`config.mk`:
```
export PLATFORM = sky130hd
export DESIGN_NAME = btn_tick_gen
export DESIGN_NICKNAME = d
export VERILOG_FILES = /design/src/rtl/btn_pkg.sv /design/src/rtl/btn_debounce.sv /design/src/rtl/btn_tick_gen.sv
export SDC_FILE = /design/constraint.sdc
export NUM_CORES = 1
export LEC_CHECK = 0
export BUFFER_PORTS_ARGS = -buffer_cell sky130_fd_sc_hd__buf_2
export CAP_MARGIN = 20
export CORE_AREA = 2 2 127 142
export CTS_CLUSTER_DIAMETER = 120
export DETAILED_ROUTE_END_ITERATION = 6
export DIE_AREA = 0 0 129 144
export GPL_ROUTABILITY_DRIVEN = 0
export PLACE_DENSITY = 0.51
export SLEW_MARGIN = 5
export SYNTH_ARGS = -nofsm -noshare
export SYNTH_HDL_FRONTEND = slang
export SYNTH_SLANG_ARGS = --single-unit
```
`constraint.sdc`:
```
create_clock -name clk -period 2.2 [get_ports clk]
set_input_delay 0.33 -clock clk [delete_from_list [all_inputs] [get_ports clk]]
set_output_delay 0.33 -clock clk [all_outputs]
set_load 0.02 [all_outputs]
```
`src/rtl/btn_pkg.sv`:
```
// ---------------------------------------------------------------------------
// btn_pkg
// Shared definitions for the push-button front-end (btn_debounce and
// btn_tick_gen): debounce state encodings, the state enum built on them,
// default timing constants and a small helper for "button considered held".
// ---------------------------------------------------------------------------
package btn_pkg;

    // Debounce state encodings. Bit 1 set means the debounced level is 1.
    localparam logic [1:0] ST_IDLE  = 2'd0;
    localparam logic [1:0] ST_QUAL1 = 2'd1;
    localparam logic [1:0] ST_HIGH  = 2'd2;
    localparam logic [1:0] ST_QUAL0 = 2'd3;

    typedef enum logic [1:0] {
        S_IDLE  = ST_IDLE,
        S_QUAL1 = ST_QUAL1,
        S_HIGH  = ST_HIGH,
        S_QUAL0 = ST_QUAL0
    } db_state_e;

    // Default timing at 100 MHz: 20 ms debounce, 500 ms first repeat,
    // 200 ms repeat period. CW must satisfy 2^CW > max of the three.
    localparam int unsigned DB_CNT_DEF     = 2_000_000;
    localparam int unsigned REPEAT_DLY_DEF = 50_000_000;
    localparam int unsigned REPEAT_PER_DEF = 20_000_000;
    localparam int unsigned CW_DEF         = 26;

    // A channel is "held" (debounced level 1) in HIGH and in QUAL0.
    function automatic logic is_held(input db_state_e s);
        return (s == S_HIGH) || (s == S_QUAL0);
    endfunction

endpackage

```
`src/rtl/btn_debounce.sv`:
```
// ---------------------------------------------------------------------------
// btn_debounce
// One button channel: two-flop synchroniser, four-state debounce FSM and
// hold-to-repeat counter. All outputs except state_o are next-cycle values
// (combinational); the parent registers them so every visible output of the
// front-end is a flop.
//
// Ports
//   clk_i       system clock
//   rst_i       synchronous active-high reset
//   btn_i       raw asynchronous button, active-high
//   hold_rep_i  force the repeat counter to 0 and suppress repeat events
//   level_o     debounced level after this edge
//   press_evt_o press accepted at this edge (QUAL1 -> HIGH)
//   rep_evt_o   repeat event at this edge
//   state_o     current debounce state (debug / observation)
//
// DB_CNT must be at least 2: the qualify counter starts at 1.
// ---------------------------------------------------------------------------
module btn_debounce
    import btn_pkg::*;
#(
    parameter int unsigned DB_CNT     = DB_CNT_DEF,
    parameter bit          REPEAT_EN  = 1'b1,
    parameter int unsigned REPEAT_DLY = REPEAT_DLY_DEF,
    parameter int unsigned REPEAT_PER = REPEAT_PER_DEF,
    parameter int unsigned CW         = CW_DEF
) (
    input  logic      clk_i,
    input  logic      rst_i,
    input  logic      btn_i,
    input  logic      hold_rep_i,
    output logic      level_o,
    output logic      press_evt_o,
    output logic      rep_evt_o,
    output db_state_e state_o
);

    localparam logic [CW-1:0] ONE      = CW'(1);
    localparam logic [CW-1:0] DB_LAST  = CW'(DB_CNT - 1);
    localparam logic [CW-1:0] DLY_LAST = CW'(REPEAT_DLY - 1);
    localparam logic [CW-1:0] PER_LAST = CW'(REPEAT_PER - 1);

    logic          s1_q, s2_q;
    db_state_e     state_q, state_d;
    logic [CW-1:0] db_cnt_q, db_cnt_d;
    logic [CW-1:0] rep_cnt_q, rep_cnt_d;
    // 0: waiting for the first repeat (REPEAT_DLY), 1: periodic (REPEAT_PER)
    logic          rep_per_q, rep_per_d;
    logic [CW-1:0] rep_last;
    logic          press_evt;
    logic          rep_evt;
    logic          level_d;

    // Debounce next-state logic
    always_comb begin
        state_d   = state_q;
        db_cnt_d  = db_cnt_q;
        press_evt = 1'b0;
        case (state_q)
            S_IDLE: begin
                if (s2_q) begin
                    state_d  = S_QUAL1;
                    db_cnt_d = ONE;
                end
            end
            S_QUAL1: begin
                if (!s2_q) begin
                    state_d  = S_IDLE;
                    db_cnt_d = '0;
                end else if (db_cnt_q == DB_LAST) begin
                    state_d   = S_HIGH;
                    db_cnt_d  = '0;
                    press_evt = 1'b1;
                end else begin
                    db_cnt_d = db_cnt_q + ONE;
                end
            end
            S_HIGH: begin
                if (!s2_q) begin
                    state_d  = S_QUAL0;
                    db_cnt_d = ONE;
                end
            end
            S_QUAL0: begin
                // Bounce back to HIGH resumes the press; it is not a new press.
                if (s2_q) begin
                    state_d  = S_HIGH;
                    db_cnt_d = '0;
                end else if (db_cnt_q == DB_LAST) begin
                    state_d  = S_IDLE;
                    db_cnt_d = '0;
                end else begin
                    db_cnt_d = db_cnt_q + ONE;
                end
            end
            default: begin
                state_d  = S_IDLE;
                db_cnt_d = '0;
            end
        endcase
    end

    assign level_d = is_held(state_d);

    // Repeat counter: advances only in HIGH, freezes in QUAL0, clears when
    // the channel leaves the held states, on a press, or while held off.
    always_comb begin
        rep_cnt_d = rep_cnt_q;
        rep_per_d = rep_per_q;
        rep_evt   = 1'b0;
        rep_last  = rep_per_q ? PER_LAST : DLY_LAST;
        if (REPEAT_EN == 1'b0) begin
            rep_cnt_d = '0;
            rep_per_d = 1'b0;
        end else if (press_evt || hold_rep_i || !level_d) begin
            rep_cnt_d = '0;
            rep_per_d = 1'b0;
        end else if (state_q == S_HIGH) begin
            if (rep_cnt_q == rep_last) begin
                rep_evt   = 1'b1;
                rep_cnt_d = '0;
                rep_per_d = 1'b1;
            end else begin
                rep_cnt_d = rep_cnt_q + ONE;
            end
        end
    end

    always_ff @(posedge clk_i) begin
        if (rst_i) begin
            s1_q      <= 1'b0;
            s2_q      <= 1'b0;
            state_q   <= S_IDLE;
            db_cnt_q  <= '0;
            rep_cnt_q <= '0;
            rep_per_q <= 1'b0;
        end else begin
            s1_q      <= btn_i;
            s2_q      <= s1_q;
            state_q   <= state_d;
            db_cnt_q  <= db_cnt_d;
            rep_cnt_q <= rep_cnt_d;
            rep_per_q <= rep_per_d;
        end
    end

    assign level_o     = level_d;
    assign press_evt_o = press_evt;
    assign rep_evt_o   = rep_evt;
    assign state_o     = state_q;

endmodule

```
`src/rtl/btn_tick_gen.sv`:
```
// ---------------------------------------------------------------------------
// btn_tick_gen
// Front-end for the page-scroll controller. Turns the raw left/right
// buttons into single-cycle step ticks plus debounced levels. Pressing
// both buttons together (chord) produces no ticks at all.
//
// Ports
//   clk      system clock (single domain)
//   rst      synchronous active-high reset
//   btn_l    raw left button, asynchronous, active-high
//   btn_r    raw right button, asynchronous, active-high
//   l_tick   one-cycle left step pulse (registered)
//   r_tick   one-cycle right step pulse (registered)
//   l_level  debounced left level (registered)
//   r_level  debounced right level (registered)
// ---------------------------------------------------------------------------
module btn_tick_gen
    import btn_pkg::*;
#(
    parameter int unsigned DB_CNT     = DB_CNT_DEF,
    parameter bit          REPEAT_EN  = 1'b1,
    parameter int unsigned REPEAT_DLY = REPEAT_DLY_DEF,
    parameter int unsigned REPEAT_PER = REPEAT_PER_DEF,
    parameter int unsigned CW         = CW_DEF
) (
    input  logic clk,
    input  logic rst,
    input  logic btn_l,
    input  logic btn_r,
    output logic l_tick,
    output logic r_tick,
    output logic l_level,
    output logic r_level
);

    logic      l_lvl_nxt, r_lvl_nxt;
    logic      l_press, r_press;
    logic      l_rep, r_rep;
    db_state_e l_state, r_state;
    logic      chord_now, chord_prev, hold_rep;
    logic      l_tick_d, r_tick_d;
    logic      l_tick_q, r_tick_q, l_level_q, r_level_q;

    btn_debounce #(
        .DB_CNT    (DB_CNT),
        .REPEAT_EN (REPEAT_EN),
        .REPEAT_DLY(REPEAT_DLY),
        .REPEAT_PER(REPEAT_PER),
        .CW        (CW)
    ) u_db_l (
        .clk_i      (clk),
        .rst_i      (rst),
        .btn_i      (btn_l),
        .hold_rep_i (hold_rep),
        .level_o    (l_lvl_nxt),
        .press_evt_o(l_press),
        .rep_evt_o  (l_rep),
        .state_o    (l_state)
    );

    btn_debounce #(
        .DB_CNT    (DB_CNT),
        .REPEAT_EN (REPEAT_EN),
        .REPEAT_DLY(REPEAT_DLY),
        .REPEAT_PER(REPEAT_PER),
        .CW        (CW)
    ) u_db_r (
        .clk_i      (clk),
        .rst_i      (rst),
        .btn_i      (btn_r),
        .hold_rep_i (hold_rep),
        .level_o    (r_lvl_nxt),
        .press_evt_o(r_press),
        .rep_evt_o  (r_rep),
        .state_o    (r_state)
    );

    // Chord: both debounced levels will be 1 after this edge.
    assign chord_now  = l_lvl_nxt & r_lvl_nxt;
    // Chord was active up to this edge. Holding the repeat counters for this
    // extra edge makes the surviving button's first repeat land exactly
    // REPEAT_DLY cycles after the other level drops, like after a press.
    assign chord_prev = is_held(l_state) & is_held(r_state);
    assign hold_rep   = chord_now | chord_prev;

    // Any tick of one channel implies its next level is 1, so a coincident
    // tick on the other channel always falls under chord_now; the two
    // outputs therefore never pulse together.
    assign l_tick_d = (l_press | l_rep) & ~chord_now;
    assign r_tick_d = (r_press | r_rep) & ~chord_now;

    always_ff @(posedge clk) begin
        if (rst) begin
            l_tick_q  <= 1'b0;
            r_tick_q  <= 1'b0;
            l_level_q <= 1'b0;
            r_level_q <= 1'b0;
        end else begin
            l_tick_q  <= l_tick_d;
            r_tick_q  <= r_tick_d;
            l_level_q <= l_lvl_nxt;
            r_level_q <= r_lvl_nxt;
        end
    end

    assign l_tick  = l_tick_q;
    assign r_tick  = r_tick_q;
    assign l_level = l_level_q;
    assign r_level = r_level_q;

endmodule

```
==> metrics.yaml <==
hold_path:
  hold_path.class: "input pin to flop"
  hold_depth: 2
  worstHoldStart: "btn_l"
  holdPathEnd: "u_db_l.s1_q$_SDFF_PP0_"
floorplan:
  die_w_um: 129
  core_area_um2: 17300
  core.rowCount: 51
  dieArea_um2: 18600
  io-pin-count: 8
  start_util_pct: 34.2
  fp.dieH_um: 144
global_routing:
  grt_usage_pct: 15.9
  grt_pass1_wl_um: 24000
  grt_pass1_vias: 5150
  antenna_found_initial: 0
  grt_overflow: 0
  grt_max_degree: 27
cells_and_area:
  syn2layout_area_growth_pct: 22.0
  antenna_cells: 0
  layout-drive-gt1-share_pct: 16.1
  final_nets: 757
clock_tree:
  cts_tree: "built"
  cts-buffers-inserted: 17
  htreeDepth: 4
  clk_pin_slew_worst_paths_ns: 0.06
  cts_sinks: 118
  ctsRootBufferMaster: "clkbuf_16"
  clock_latency_ns: 0.42
  cts.path.max_buffers: 2
detailed_routing:
  vias: 5295
  first_pass_iters: 5
  wirelength_um: 14200
  via_per_inst: 5.30
  ant_nets: 0
  drtIter0Drc: 309
  drcViolationCount: 0
  wl_per_cell_um: 14.2
synthesis:
  synth_warnings: 0
  syn_avg_cell_area_um2: 8.41
  synth.most_common_cell: "dfxtp_1"
  synth_cells: 703
  synth_cell_types: 65
  synth_ff_type: "dfxtp_1"
  async_flop_share_pct: 0
  synth_commonest_cells: "118 x dfxtp_1, 85 x nor2_1, 59 x nand2_1, 45 x nand3_1, 36 x a21oi_1"
  synth_area_um2: 5910
  syn_nets: 711
  yosys_register_bits: 118
  synth-edff-count: 0
  synth_top_area_cell: "dfxtp_1"
  synth_area_leaders: "dfxtp_1 40%, nor2_1 5.4%, xnor2_1 4.6%"
  ys_seq_area_share_pct: 39.9
  yosysTopAreaCellShare_pct: 39.9
sta:
  holdWs_ns: 0.129
  fmax_mhz: 469
  totalNegativeSetupSlack_ns: 0
  setup_viol: 0
  worstMarginPinSlew_ns: 0.498
  fin_skew_ns: 0.0109
  grt_setup_unrepaired: "false"
  final.period_utilization_pct: 96.8
  max-slew-margin-rel_pct: 66.6
  finalCriticalPeriod_ns: 2.13
  hold_viol_final: 0
  slew_viol_final: 0
pwr:
  comb_power_share_pct: 1.5
  power.leakage_nw: 2.38
  p_sw_w: 0.00110
  p_sw_share_pct: 22.6
  power.share.clock_pct: 54.2
  p_int_w: 0.00376
  vdd.ir_drop.worst_uv: 508
  p_seq_share_pct: 44.3
  p_per_area_nw_per_um2: 673
worst_setup_path:
  regToRegSetupSlack_ns: 0.07
  cp.required_ns: 2.51
  arrival_ns: 2.44
  crit_type: "flop to flop"
  max_stage_delay_ns: 0.69
  crit_chain: "or4b_2 > nor4_2 > o211ai_1 > o211ai_4 > buf_12 > clkbuf_16 > nor2_1"
  start_kind: "flop"
  r2r_start: "u_db_r.rep_cnt_q[24]$_SDFFE_PP0P_"
  end_kind: "flop"
  r2r-end: "u_db_r.rep_cnt_q[7]$_SDFFE_PP0P_"
  critPathMaxFanout: 6
  reg2reg_depth: 7
  crit_slowest_cell: "or4b_2"
placed_design:
  hpwlAfterDp_um: 9780
  port-buffer-count: 7
outcome:
  outcome: "completed"
run:
  maxCapViolCount: 0
## through the flow
stage	setup WS [ns]	utilization (%)	power (W)	area [um2]	std cells
4_1_cts	0.0464	40.5	0.00493	7010	993
6_report	0.0695	41.7	0.00486	7210	1000
3_5_place_dp	0.0573	37.3	0.00227	6440	961
2_1_floorplan	0.202	-	0.00224	5910	703
5_1_grt	0.00126	41.7	0.00504	7210	1000
3_3_place_gp	0.0370	37.3	0.00227	6440	961
## registers in the layout (all words and copies together), names as in the netlist, 2 cells and up
name              flops
u_db_l.rep_cnt_q     26
u_db_r.rep_cnt_q     26
u_db_l.state_o        2
u_db_r.state_o        2
u_db_l.db_cnt_q      26
u_db_r.db_cnt_q      26
## worst max-delay path, delay by kind of cell, from the launching register on
family                 cells  cell delay, ns
AO/OA/AOI/OAI              2            0.40
AND/OR/NAND/NOR            3            0.98
flip-flops                 1            0.35
buffers and inverters      2            0.29
## cells in the final DEF, fill, tap and decap left out, types with 8 or more instances in the layout
| cell type | instances |
|---|---|
| a21oi_1 | 36 |
| a31oi_1 | 28 |
| and3_1 | 21 |
| buf_4 | 42 |
| clkbuf_16 | 19 |
| dfxtp_1 | 115 |
| inv_1 | 12 |
| nand2_1 | 59 |
| nand2b_1 | 8 |
| nand3_1 | 44 |
| nand4_1 | 31 |
| nor2_1 | 85 |
| nor2b_1 | 8 |
| nor3_1 | 21 |
| nor4_1 | 12 |
| o21ai_0 | 13 |
| xnor2_1 | 31 |
| xor2_1 | 26 |
## how the worst max path moves through the flow
stage,start,to,depth (start not counted)
6_report,u_db_r.rep_cnt_q[24]$_SDFFE_PP0P_,u_db_r.rep_cnt_q[7]$_SDFFE_PP0P_,7
5_1_grt,u_db_r.db_cnt_q[25]$_SDFFE_PP0P_,u_db_r.db_cnt_q[14]$_SDFFE_PP0P_,8
4_1_cts,u_db_r.db_cnt_q[11]$_SDFFE_PP0P_,u_db_r.rep_per_q$_SDFFE_PP0P_,6
3_5_place_dp,u_db_r.db_cnt_q[11]$_SDFFE_PP0P_,u_db_r.rep_per_q$_SDFFE_PP0P_,6
3_3_place_gp,u_db_l.rep_cnt_q[0]$_SDFFE_PP0P_,u_db_l.rep_cnt_q[25]$_SDFFE_PP0P_,8
2_1_floorplan,u_db_l.db_cnt_q[0]$_SDFFE_PP0P_,u_db_l.db_cnt_q[3]$_SDFFE_PP0P_,7
## logic make-up after synthesis
family | after synthesis | synth area share (%)
mux | 8 | 1.38
buf+inv | 43 | 3.70
flops | 118 | 39.9
compound gates | 116 | 12.7
xor+xnor | 57 | 8.44
simple gates | 357 | 33.0
fa+ha+maj | 4 | 0.846
## power by group through the flow
stage	Combinational [W]	Clock (W)	Sequential (W)
after floorplan	0.0000459	0	0.00219
after global placement	0.0000724	0	0.00220
after detailed placement	0.0000732	0	0.00220
after CTS	0.0000733	0.00270	0.00215
after global routing	0.0000801	0.00281	0.00215
final	0.0000724	0.00263	0.00215
## timing repair
item / in CTS / in global routing
resized for setup: 0 / 17
hold buffers: 0 / 0
setup endpoints to repair: 0 / 71
buffers inserted: 0 / 4
## metal layers
metal / up-vias / part of all wire [%] / GRT usage (%)
met2: 65 / 48 / 26.2
met1: 2544 / 48 / 20.0
met3: 23 / 2.7 / 3.88
li1: 2663 / - / -
met5: - / 0 / 0
met4: 0 / 1.9 / 6.41
## layout make-up
type                       instances  area [um2]
multi-input combinational        542        3420
timing repair buffer              58         514
sequential                       118        2370
clock buffer                      19         443
clock inverter                    13         124
fill                            1738       10100
tap                              238         298
inverter                          12        45.0
(Power assumes the default switching activity.)
